<file path="config.mk">
export PLATFORM = sky130hd
export DESIGN_NAME = noise_envelope_gen
export DESIGN_NICKNAME = d
export VERILOG_FILES = /design/src/rtl/noise_envelope_gen.sv
export SDC_FILE = /design/constraint.sdc
export NUM_CORES = 1
export LEC_CHECK = 0
export ABC_CLOCK_PERIOD_IN_PS = 1850
export CORE_UTILIZATION = 47
export CTS_CLUSTER_DIAMETER = 40
export CTS_CLUSTER_SIZE = 25
export DETAILED_ROUTE_END_ITERATION = 8
export PLACE_DENSITY = 0.85
export SYNTH_ARGS = -nofsm -noshare
export SYNTH_HDL_FRONTEND = slang
export SYNTH_SLANG_ARGS = --single-unit
export TNS_END_PERCENT = 30
</file>
<file path="constraint.sdc">
create_clock -name i_clk -period 1.85 [get_ports i_clk]
set_input_delay 0.185 -clock i_clk [delete_from_list [all_inputs] [get_ports i_clk]]
set_output_delay 0.185 -clock i_clk [all_outputs]
set_load 0.01 [all_outputs]
</file>
<file path="src/rtl/noise_envelope_gen.sv">
// Noise envelope generator: paces an upstream LFSR, samples its MSB and scales it by a decaying volume.
// Latency: trigger loads on its edge; first step strobe period+1 cycles later; strobe to noise_bit is 2 cycles.
// No backpressure: the trigger is a 1-cycle pulse and always wins over a coincident decay step or divider reload.
module noise_envelope_gen #(
  parameter int NBITS       = 8,
  parameter int PERIOD_BITS = 8,
  parameter int VOL_BITS    = 4,
  parameter int DECAY_BITS  = 8
) (
  input  logic                   i_clk,
  input  logic                   i_rst_n,
  input  logic                   i_trigger,
  input  logic [PERIOD_BITS-1:0] i_period,
  input  logic [DECAY_BITS-1:0]  i_decay_rate,
  input  logic [VOL_BITS-1:0]    i_start_vol,
  input  logic [NBITS-1:0]       i_lfsr,
  output logic                   o_lfsr_enable,
  output logic                   o_noise_bit,
  output logic [VOL_BITS-1:0]    o_amplitude,
  output logic                   o_busy
);

  typedef enum logic [1:0] {
    IDLE    = 2'd0,
    DECAY   = 2'd1,
    SUSTAIN = 2'd2
  } state_t;

  state_t                 r_state;
  state_t                 w_next_state;
  logic [PERIOD_BITS-1:0] r_per;
  logic [PERIOD_BITS-1:0] r_div_cnt;
  logic [DECAY_BITS-1:0]  r_dec;
  logic [DECAY_BITS-1:0]  r_env_cnt;
  logic [VOL_BITS-1:0]    r_vol;
  logic                   r_lfsr_enable;
  logic                   r_step_d;
  logic                   r_noise_bit;

  logic w_load;
  logic w_stop;
  logic w_decay_end;
  logic w_to_idle;
  logic w_unused_lfsr;

  // Only the MSB of the LFSR word is consumed; the rest is tied off here.
  assign w_unused_lfsr = &{1'b0, i_lfsr[NBITS-2:0]};

  // A trigger with non-zero volume (re)starts a note; with zero volume it stops a running note.
  assign w_load      = i_trigger && (i_start_vol != '0);
  assign w_stop      = i_trigger && (i_start_vol == '0) && (r_state != IDLE);
  // The last volume step ends the note; a trigger on the same edge takes priority.
  assign w_decay_end = (r_state == DECAY) && !i_trigger && (r_env_cnt == '0) && (r_vol <= 1);
  assign w_to_idle   = w_stop || w_decay_end;

  // State register.
  always_ff @(posedge i_clk or negedge i_rst_n) begin
    if (!i_rst_n) r_state <= IDLE;
    else          r_state <= w_next_state;
  end

  // Next-state logic: load beats stop/decay end; zero decay rate means the note sustains.
  always_comb begin
    w_next_state = r_state;
    if (w_load) begin
      w_next_state = (i_decay_rate == '0) ? SUSTAIN : DECAY;
    end else if (w_to_idle) begin
      w_next_state = IDLE;
    end
  end

  // Envelope: latch note parameters on trigger, then step volume down every dec_r+1 cycles in DECAY.
  always_ff @(posedge i_clk or negedge i_rst_n) begin
    if (!i_rst_n) begin
      r_per     <= '0;
      r_dec     <= '0;
      r_env_cnt <= '0;
      r_vol     <= '0;
    end else if (w_load) begin
      r_per     <= i_period;
      r_dec     <= i_decay_rate;
      r_env_cnt <= i_decay_rate;
      r_vol     <= i_start_vol;
    end else if (w_to_idle) begin
      r_env_cnt <= '0;
      r_vol     <= '0;
    end else if (r_state == DECAY) begin
      if (r_env_cnt == '0) begin
        r_env_cnt <= r_dec;
        r_vol     <= r_vol - 1'b1;
      end else begin
        r_env_cnt <= r_env_cnt - 1'b1;
      end
    end
  end

  // Step divider: one-cycle LFSR enable every per_r+1 cycles while a note plays, never on the IDLE entry edge.
  always_ff @(posedge i_clk or negedge i_rst_n) begin
    if (!i_rst_n) begin
      r_div_cnt     <= '0;
      r_lfsr_enable <= 1'b0;
    end else if (w_load) begin
      r_div_cnt     <= i_period;
      r_lfsr_enable <= 1'b0;
    end else if (w_to_idle || (r_state == IDLE)) begin
      r_div_cnt     <= '0;
      r_lfsr_enable <= 1'b0;
    end else if (r_div_cnt == '0) begin
      r_div_cnt     <= r_per;
      r_lfsr_enable <= 1'b1;
    end else begin
      r_div_cnt     <= r_div_cnt - 1'b1;
      r_lfsr_enable <= 1'b0;
    end
  end

  // Sample the LFSR MSB one cycle after the strobe, once the LFSR has advanced; cleared when the note ends.
  always_ff @(posedge i_clk or negedge i_rst_n) begin
    if (!i_rst_n) begin
      r_step_d    <= 1'b0;
      r_noise_bit <= 1'b0;
    end else begin
      r_step_d <= r_lfsr_enable;
      if (w_to_idle) begin
        r_noise_bit <= 1'b0;
      end else if ((r_state != IDLE) && r_step_d) begin
        r_noise_bit <= i_lfsr[NBITS-1];
      end
    end
  end

  assign o_lfsr_enable = r_lfsr_enable;
  assign o_noise_bit   = r_noise_bit;
  assign o_busy        = (r_state != IDLE);
  assign o_amplitude   = ((r_state != IDLE) && r_noise_bit) ? r_vol : '0;

endmodule

</file>
---- Word level (Yosys, flattened, before mapping) ----
Cells that the tools add are included.
word-level totals
  flip-flop bits (word level) ............. 41
  input bits .............................. 31
  output and inout port bits .............. 7
  word-level logic and storage cells ...... 57
operators by class
  add/sub/neg operators ................... 3
  $lt $le $gt $ge ......................... 1
  equal/unequal tests ..................... 1
  multiplexer cells ....................... 20
  reductions and logical operators ........ 23
operators with widths
  operator                                                                           number
  8-bit two-way mux                                                                  7
  8-bit zero test                                                                    3
  4-bit two-way mux                                                                  5
  8-bit by 1-bit subtractor with 8-bit output (second input constant)                2
  1-bit logical AND                                                                  8
  2-bit two-way mux                                                                  3
  2-bit nonzero test                                                                 3
  3-bit nonzero test                                                                 2
  1-bit two-way mux                                                                  5
  4-bit by 1-bit less-or-equal comparator with 1-bit output (second input constant)  1
  4-bit zero test                                                                    1
  4-bit nonzero test                                                                 1
  4-bit by 1-bit subtractor with 4-bit output (second input constant)                1
  2-bit by 1-bit equality test with 1-bit output (second input constant)             1
  2-bit zero test                                                                    1
  1-bit logical OR                                                                   2
  2-bit AND reduction                                                                1
  1-bit zero test                                                                    1

---- Depth between registers and ports, before layout ----
Gate-level depths: netlist (run 1).
  depth after elaboration ................. 8
  gate-level depth with buffers ........... 9
  depth with buffers taken out ............ 7

---- Least setup slack after synthesis (run 1) ----
No wires, ideal clock.
  path type ............................... reg2reg
  start point ............................. register r_env_cnt[0]
  end point ............................... register r_div_cnt[7]
  library setup time ...................... 128 ps
  data arrival time ....................... 1,673 ps
  data required time ...................... 1,722 ps
  setup slack ............................. 49 ps
  stages on the path, launching flop included .. 9
  buffers on the path ..................... 1
  clock period less this slack ............ 1,801 ps
  cells stage by stage .................... dfrtp_1 inv_1 ha_1 nor2b_1 and4_1 clkbuf_2 a32o_1 nand3b_4 o21ai_0
on the way
  cells in the longest elaborated chain, start to end .. 7
RTL lines
  element                         line  text
  start, declared                 34    logic [DECAY_BITS-1:0] r_env_cnt;
  start signal, assigned          82    r_env_cnt <= i_decay_rate;
  start signal, assigned          89    r_env_cnt <= r_dec;
  start signal, assigned          92    r_env_cnt <= r_env_cnt - 1'b1;
  8-bit zero test                 53    assign w_decay_end = (r_state == DECAY) && !i_trigger && (r_env_cnt == '0) && (r_vol <= 1);
  1-bit logical AND (2 in a row)  53
  1-bit logical OR                54    assign w_to_idle = w_stop || w_decay_end;
  1-bit logical OR                105   end else if (w_to_idle || (r_state == IDLE)) begin
  8-bit two-way mux               105
  8-bit two-way mux               102   end else if (w_load) begin
  end signal, assigned            103   r_div_cnt <= i_period;
  end signal, assigned            109   r_div_cnt <= r_per;
  end signal, assigned            112   r_div_cnt <= r_div_cnt - 1'b1;
  end, declared                   32    logic [PERIOD_BITS-1:0] r_div_cnt;
Every way passes these cells.
A chain may end at the register's enable or synchronous reset.

---- Worst setup path after layout (run 1) ----
  start point ............................. register r_state[1]
  end point ............................... output o_busy
on the way
  cells in the longest elaborated chain, start to end .. 1
RTL lines
  element                 line  text
  start, declared         29    state_t r_state;
  start signal, assigned  59    else r_state <= w_next_state;
  2-bit nonzero test      134   assign o_busy = (r_state != IDLE);
  end, declared           20    output logic o_busy
Every way passes these cells.

==> flow_summary.toml, run 1 <==
[route]
wl_met2_mm = 2.49
avgViaCountPerCell = 5.52
drc = 0
wl_per_cell_um = 14.3
drtAntennaViolNets = 0
route.vias.total = 1966
first_pass_iters = 4
highest_layer = "met4"
routed_wl_mm = 5.11
wl_met1_mm = 2.33
routed-wl-met3_um = 202
drtIter0Drc = 186

[worst_setup_path]
rr_endpoint = "r_vol[0]$_DFFE_PN0P_"
worstRegToRegCells = 7
crit_required_ps = 1660
critPathKind = "reg -> out"
worstPathCellList = "or2_4 > buf_4 > clkdlybuf4s50_1"
startpoint_type = "flop"
worstSetupEndpointType = "output port"
path_max_fanout = 6
regToRegSetupSlack_ps = 70
cpPeakStageDelay_ps = 470
cpMaxStageDelayCell = "clkdlybuf4s50_1"
cp.arrival_ps = 1620
worst-path-buf-inv = 2
timing.rr.start = "r_state[1]$_DFFE_PN0P_"
cp_top_family = "buffers and inverters"

[logic_synthesis]
synth_edf_count = 0
syn_inst = 248
ys_ff_latch = 41
syn-cell-area_um2 = 2160
yosys_warnings = 0
yosysUniqueCellTypes = 45
synth-main-ff-cell = "dfrtp_1"
syn_area_per_cell_um2 = 8.71
yosysTopAreaCellShare_pct = 47.5
ys_seq_area_share_pct = 47.5
netlist_top_cells_area = "dfrtp_1 48%, nand2_1 11%, a21oi_1 4.2%, o21ai_0 3.9%, nor2_1 3.5%"
synth_top_area_cell = "dfrtp_1"
synthArstFlopShare_pct = 100
syn-num-nets = 284

[finish]
nFillCells = 331
insertedDiodeCount = 0
fin_nets = 339
drive_gt1_share_pct = 16.8
syn_to_final_growth_pct = 31.1

[pwr]
seq_power_share_pct = 44.6
switchingPower_uw = 733
pwr-share-clk_pct = 29.9
power.leakage_nw = 1.36
p_per_area_nw_per_um2 = 883
p_int_mw = 1.77
switching_share_pct = 29.3
fin_total_pwr_mw = 2.50
ir_drop_v = 0.000444
comb_power_share_pct = 25.5

[floorplan]
core_area_um2 = 4380
initial_utilization_pct = 49.3
pin_count = 38
dieHeight_um = 69.8
die_w_um = 69.8
rows = 24
dieArea_um2 = 4870

[outcome]
status = "finished clean"

[timing]
worst_hold_slack_ps = 394
finClkSkew_ps = 7.38
tightest_slew_ps = 412
finalSetupViolations = 0
finalCriticalPeriod_ps = 1810
hold_viol = 0
max_freq_mhz = 553
max_slew_margin_pct = 72.3
drv_slew = 0
fin_crit_sh_pct = 97.7

[clocking]
cts_tree = "built"
root_buffer = "clkbuf_8"
htreeDepth = 2
clk_latency_ps = 290
clkSinkCount = 41
clock_path_buffers = 2
numCtsBuffers = 5
clkTransAtPathRegs_ps = 80

[place]
place.detailed.hpwl_mm = 3.54
portBuffers = 30
gp_congestion = 0.870

[grt]
gr-total-overflow = 0
grt_max_degree = 42
grt_pass1_wl_mm = 8.49
grt_antenna_before_repair = 0
grt_usage_pct = 21.6
grt_pass1_vias = 1884

[hold_path]
min_path_type = "in -> async"

[run]
maxCapViolations = 0
-- final cells by class --
class                      count  area [um2]  area share (%)
timing repair buffer          58         519            18.3
clock buffer                   7        86.3            3.05
multi-input combinational    190        1080            38.1
sequential                    41        1030            36.3
inverter                       7        26.3           0.928
clock inverter                 1        30.0            1.06
tap                           52        65.1            2.30
-- flip-flops by register name, indices dropped and copies added (netlist names) --
signal	cells
r_env_cnt	8
o_lfsr_enable	1
r_div_cnt	8
r_dec	8
o_noise_bit	1
r_vol	4
r_state	2
r_step_d	1
r_per	8
-- layer usage --
layer | vias to the layer above | global-route usage (%)
met2 | 62 | 35.7
met5 | - | 0
met3 | 10 | 4.07
met4 | 0 | 6.67
met1 | 920 | 28.8
li1 | 974 | -
-- worst max path at each step --
stage | start | endpoint | cells after the start
after floorplan | r_env_cnt[0]$_DFFE_PN0P_ | r_div_cnt[7]$_DFF_PN0_ | 8
after global placement | i_start_vol[2] | r_vol[3]$_DFFE_PN0P_ | 6
after detailed placement | i_start_vol[2] | r_env_cnt[0]$_DFFE_PN0P_ | 6
after CTS | r_state[0]$_DFFE_PN0P_ | o_amplitude[0] | 3
after global routing | r_env_cnt[0]$_DFFE_PN0P_ | r_vol[0]$_DFFE_PN0P_ | 8
final | r_state[1]$_DFFE_PN0P_ | o_busy | 3
-- stage by stage --
| stage | util, % | cells | worst slack (ps) | setup TNS [ps] | cell area (um2) |
|---|---|---|---|---|---|
| floorplan | - | 248 | 49.0 | 0 | 2160 |
| global placement | 60.8 | 345 | -131 | -911 | 2670 |
| detailed placement | 60.8 | 345 | -204 | -1390 | 2670 |
| CTS | 64.0 | 356 | 0.307 | 0 | 2810 |
| global route | 64.6 | 356 | -15.3 | -15.3 | 2830 |
| finish | 64.6 | 356 | 42.0 | 0 | 2830 |
-- cells by family after synthesis --
family	after synthesis	synth area share (%)
simple gates	122	26.7
flops	41	47.5
fa+ha+maj	5	2.90
compound gates	57	16.6
mux	3	1.39
xor+xnor	3	1.22
buf+inv	17	3.71
-- cells in the mapped netlist, types with 2 or more instances --
master,n
nand2_1,64
dfrtp_1,41
nor2_1,20
a21oi_1,18
o21ai_0,17
nor3_1,8
inv_1,7
and3_1,5
ha_1,5
clkbuf_1,4
o22ai_1,4
a2bb2oi_1,3
buf_2,3
mux2i_1,3
nand2b_1,3
nand3_1,3
or4_1,3
xnor2_1,3
a21o_1,2
a31o_2,2
nor2b_1,2
nor3_2,2
nor4_1,2
o31ai_1,2
or2_2,2
-- power groups by stage --
stage | logic, mW | registers (mW) | clock network (mW)
2_1_floorplan | 0.371 | 1.10 | 0
3_3_place_gp | 0.596 | 1.12 | 0
3_5_place_dp | 0.617 | 1.12 | 0
4_1_cts | 0.627 | 1.11 | 0.752
5_1_grt | 0.712 | 1.13 | 0.790
6_report | 0.637 | 1.12 | 0.747
-- cell usage in the layout, fill, tap and decap left out, types with 2 or more instances in the layout --
cell / n
a21o_1: 2
a21oi_1: 16
a21oi_2: 2
a2bb2oi_1: 3
a31o_2: 2
and3_1: 5
buf_4: 26
clkbuf_8: 6
clkdlybuf4s50_1: 25
dfrtp_1: 41
dlygate4sd2_1: 3
ha_1: 4
inv_1: 7
mux2i_1: 3
nand2_1: 64
nand2b_1: 3
nand3_1: 3
nor2_1: 20
nor3_1: 8
nor3_2: 2
o21ai_0: 15
o21ai_1: 2
o22ai_1: 4
o31ai_1: 2
or4_1: 3
xnor2_1: 3
-- what timing repair did --
action,4_1_cts,5_1_grt
hold buffers,1,0
endpoints found under the hold margin,41,0
gates resized for setup,4,10
gates cloned,0,0
pin swaps,1,1
buffers inserted,2,0
endpoints found under the setup margin,4,23
-- worst register-to-register path, cell delays in order, from the launching register on --
cell and delay (ps):
dfrtp_1 410, or2_4 300, buf_4 150, buf_4 150
a32o_1 280, buf_4 150, a21o_1 160, a21oi_2 120
Power figures use the tool's default switching activity.
==> run 2: changes to the inputs <==
Settings changed: ABC_CLOCK_PERIOD_IN_PS 1850 to default, MAX_ROUTING_LAYER from default to met4.
==> run 2 against run 1 <==
Flip-flop and latch count stayed put. Critical path type unchanged. Non-clock buffer count stayed put. Clock power hardly changed. Largest cell class unchanged. Sequential share of layout area stayed put. Cell count stayed put. Critical path depth stayed put.
==> flow_summary.toml, run 2 (synthesis gave the netlist of run 1 again) <==
[pwr]
switching_share_pct = 29.3
power.leakage_nw = 1.36
comb_power_share_pct = 25.5
p_int_mw = 1.77
pwr-share-clk_pct = 29.8
seq_power_share_pct = 44.6
switchingPower_uw = 733
fin_total_pwr_mw = 2.50
ir_drop_v = 0.000446
p_per_area_nw_per_um2 = 883

[floorplan]
die_w_um = 69.8
pin_count = 38
core_area_um2 = 4380
rows = 24
dieArea_um2 = 4870
initial_utilization_pct = 49.3
dieHeight_um = 69.8

[grt]
grt_max_degree = 42
gr-total-overflow = 0
grt_usage_pct = 22.3
grt_pass1_wl_mm = 8.51
grt_pass1_vias = 1882
grt_antenna_before_repair = 0

[outcome]
status = "finished clean"

[route]
route.vias.total = 1945
drc = 0
routed_wl_mm = 5.10
avgViaCountPerCell = 5.46
first_pass_iters = 4
drtIter0Drc = 190
wl_per_cell_um = 14.3
drtAntennaViolNets = 0

[timing]
fin_crit_sh_pct = 97.6
hold_viol = 0
finClkSkew_ps = 8.46
drv_slew = 0
fin_ws_ps = 44.4
max_freq_mhz = 554
tightest_slew_ps = 386
tns_ps = 0
max_slew_margin_pct = 74.1
finalSetupViolations = 0
finalCriticalPeriod_ps = 1810

[place]
dp_slack_ps = -204
place.detailed.hpwl_mm = 3.54
gp_congestion = 0.884
portBuffers = 30

[worst_setup_path]
worstPathCellList = "or2_4 > buf_4 > clkdlybuf4s50_1"
crit_required_ps = 1660
cp.arrival_ps = 1620
startpoint_type = "flop"
critPathKind = "reg -> out"
worstSetupEndpointType = "output port"
cpMaxStageDelayCell = "clkdlybuf4s50_1"
cpPeakStageDelay_ps = 470
path_max_fanout = 6

[clocking]
cts_tree = "built"
clkTransAtPathRegs_ps = 70
numCtsBuffers = 5
root_buffer = "clkbuf_8"
htreeDepth = 2
clkSinkCount = 41
clk_latency_ps = 290
clock_path_buffers = 2

[finish]
nFillCells = 331
syn_to_final_growth_pct = 31.1
drive_gt1_share_pct = 16.8
insertedDiodeCount = 0
final_util_pct = 64.6
final_common_cell = "nand2_1"
fin_nets = 339
layout_common_cells = "64 x nand2_1, 41 x dfrtp_1, 26 x buf_4"

[run]
maxCapViolations = 0

[hold_path]
min_path_type = "in -> async"
run 2: area by class of cell:
cell class | instances | area [um2] | share of cell area, %
clock buffer | 7 | 86.3 | 3.05
clock inverter | 1 | 30.0 | 1.06
inverter | 7 | 26.3 | 0.928
multi-input combinational | 190 | 1080 | 38.1
sequential | 41 | 1030 | 36.3
tap | 52 | 65.1 | 2.30
timing repair buffer | 58 | 519 | 18.3
run 2: final timing paths:
check,from,endpoint,slack [ps],depth (start not counted)
worst max-delay path,r_state[1]$_DFFE_PN0P_,o_busy,40,3
worst min-delay path,i_rst_n,r_div_cnt[5]$_DFF_PN0_,390,3
worst max register to register,r_env_cnt[0]$_DFFE_PN0P_,r_vol[0]$_DFFE_PN0P_,70,8
worst min register to register,o_lfsr_enable$_DFF_PN0_,r_step_d$_DFF_PN0_,400,0
max in group asynchronous,i_rst_n,r_env_cnt[5]$_DFFE_PN0P_,1260,3
min in group i_clk,o_lfsr_enable$_DFF_PN0_,r_step_d$_DFF_PN0_,400,0
run 2: timing repair:
action | in CTS | in global routing
setup buffers | 2 | 0
pin swaps | 1 | 1
resized for setup | 4 | 10
setup endpoints to repair | 4 | 23
hold endpoints to repair | 41 | 0
hold buffers | 1 | 0
run 2: worst max-delay path: cells and delay by family (launching register included):
kind | cells | cell delay (ps)
buffers and inverters | 2 | 620
DFF | 1 | 410
and+or+nand+nor | 1 | 300
run 2: stage by stage:
step	hold slack (ps)	instances	cell area, um2
after floorplan	-111	248	2160
after global placement	172	345	2670
after detailed placement	175	345	2670
after CTS	393	356	2810
after global routing	396	356	2830
final	393	356	2830
run 2: power by group through the flow:
stage	Clock, mW	Sequential (mW)	Combinational [mW]
finish	0.746	1.12	0.637
global route	0.790	1.13	0.712
CTS	0.752	1.11	0.627
detailed placement	0	1.12	0.617
global placement	0	1.12	0.596
floorplan	0	1.10	0.371
run 2: layer usage:
layer	wire length [um]	GRT usage, %	part of all wire [%]
met1	2390	29.3	47
met2	2470	35.5	48
met3	166	4.07	3.3
met4	72	6.67	1.4
met5	0	-	0
==> run 3: changes to the inputs <==
Settings changed: CORE_UTILIZATION 47 to 45, PLACE_DENSITY 0.85 to 0.83.
==> run 3 against run 2 <==
First-iteration DRC count down 25%. Largest power group unchanged. Largest cell class unchanged. Core utilization down 0.82 points. Count of clock-buffer cells in the layout unchanged. Die area up 4.3%. The flow now finishes with violations (DRC). Total power about the same. Maximum frequency up 0.34%. Sequential power about the same.
==> flow_summary.toml, run 3 (synthesis gave the netlist of run 1 again) <==
[clocking]
clk_latency_ps = 290
numCtsBuffers = 5
clkSinkCount = 41
clock_path_buffers = 2
clkTransAtPathRegs_ps = 80
cts_tree = "built"
root_buffer = "clkbuf_8"
htreeDepth = 2

[timing]
tightest_slew_ps = 529
finalCriticalPeriod_ps = 1800
finClkSkew_ps = 4.19
max_slew_margin_pct = 64.7
tns_ps = 0
finalSetupViolations = 0
max_freq_mhz = 556
drv_slew = 0
fin_crit_sh_pct = 97.3
hold_viol = 0

[pwr]
power.leakage_nw = 1.41
ir_drop_v = 0.000483
p_per_area_nw_per_um2 = 877

[worst_setup_path]
worstRegToRegCells = 9
critPathCapture = "r_vol[3]$_DFFE_PN0P_"
path_max_fanout = 4
crit_start = "r_env_cnt[0]$_DFFE_PN0P_"
regToRegSetupSlack_ps = 50
timing.rr.start = "r_env_cnt[0]$_DFFE_PN0P_"
rr_endpoint = "r_vol[3]$_DFFE_PN0P_"
cp.arrival_ps = 1980
critPathKind = "reg -> reg"
worstSetupEndpointType = "flop"
startpoint_type = "flop"
crit_required_ps = 2030

[finish]
layout_common_cells = "64 x nand2_1, 41 x dfrtp_1, 29 x buf_4"
nFillCells = 362
final_area_um2 = 2850
insertedDiodeCount = 0
drive_gt1_share_pct = 17.3
final_common_cell = "nand2_1"
syn_to_final_growth_pct = 32.0
fin_nets = 341

[route]
drtIter0Drc = 142
routed_wl_mm = 5.17
route.vias.total = 1950
first_pass_iters = 8
avgViaCountPerCell = 5.45
drc = 1
drtAntennaViolNets = 0
wl_per_cell_um = 14.4

[floorplan]
die_w_um = 71.3
core_area_um2 = 4470
dieArea_um2 = 5080
initial_utilization_pct = 48.3
rows = 24
dieHeight_um = 71.3
pin_count = 38

[outcome]
status = "finished with violations"
failed_checks = "DRC"

[hold_path]
min_path_type = "reg -> reg"

[place]
place.detailed.hpwl_mm = 3.53
place_area_um2 = 2650
portBuffers = 30
gp_congestion = 0.859

[grt]
grt_pass1_wl_mm = 8.78
grt_usage_pct = 22.7
grt_max_degree = 42
grt_antenna_before_repair = 0
grt_pass1_vias = 1912
gr-total-overflow = 0

[run]
maxCapViolations = 0
## run 3: layer usage
metal | GRT usage, % | up-vias | part of all wire (%) | wire length (um)
met2 | 37.9 | 44 | 49 | 2550
met4 | 8.22 | 0 | 1.5 | 76
met3 | 4.08 | 7 | 3.8 | 196
met1 | 27.8 | 924 | 45 | 2350
met5 | - | - | 0 | 0
li1 | - | 975 | - | -
## run 3: per-stage QoR
step | hold slack [ps] | utilization (%) | total power, mW | setup WS (ps) | std cells
CTS | 402 | 62.6 | 2.50 | -12.1 | 356
global route | 424 | 63.7 | 2.65 | -14.7 | 358
detailed placement | 285 | 59.1 | 1.73 | -236 | 344
global placement | 278 | 59.1 | 1.71 | -140 | 344
floorplan | -111 | - | 1.47 | 49.0 | 248
finish | 396 | 63.7 | 2.50 | 50.5 | 358
## run 3: worst min path at each step
stage | from | endpoint | cells after the start
after floorplan | i_rst_n | o_lfsr_enable$_DFF_PN0_ | 0
after global placement | i_rst_n | r_vol[1]$_DFFE_PN0P_ | 2
after detailed placement | i_rst_n | r_vol[1]$_DFFE_PN0P_ | 2
after CTS | o_lfsr_enable$_DFF_PN0_ | r_step_d$_DFF_PN0_ | 0
after global routing | i_period[1] | r_per[1]$_DFFE_PN0P_ | 3
final | o_lfsr_enable$_DFF_PN0_ | r_step_d$_DFF_PN0_ | 0
## run 3: layout make-up
| type | instances | area (um2) | area share [%] |
|---|---|---|---|
| multi-input cells | 190 | 1090 | 38.1 |
| flip-flops and latches | 41 | 1030 | 36.0 |
| repair buffers | 60 | 532 | 18.6 |
| clock buffers | 7 | 86.3 | 3.03 |
| well taps | 52 | 65.1 | 2.28 |
| clock inverters | 1 | 30.0 | 1.05 |
| inverters | 7 | 26.3 | 0.921 |
## run 3: timing repair
action                                  4_1_cts  5_1_grt
endpoints found under the setup margin       19       21
resized for setup                             4       11
setup buffers                                 3        2
hold buffers                                  1        0
pin swaps                                     1        0
endpoints found under the hold margin        41        0
## run 3: worst max-delay path, cell delays in order (launching register included)
cell	delay, ps
dfrtp_1	390
inv_1	100
ha_1	190
nor2b_4	200
and4_4	270
buf_4	120
buf_4	120
nand3b_1	80
a21oi_1	160
a21oi_1	60
## run 3: where the power goes
group / leakage (nW) / internal (mW) / switching, mW
sequential: 0.505 / 1.00 / 0.113
combinational: 0.842 / 0.327 / 0.310
clock: 0.0585 / 0.440 / 0.307
total: 1.41 / 1.77 / 0.729
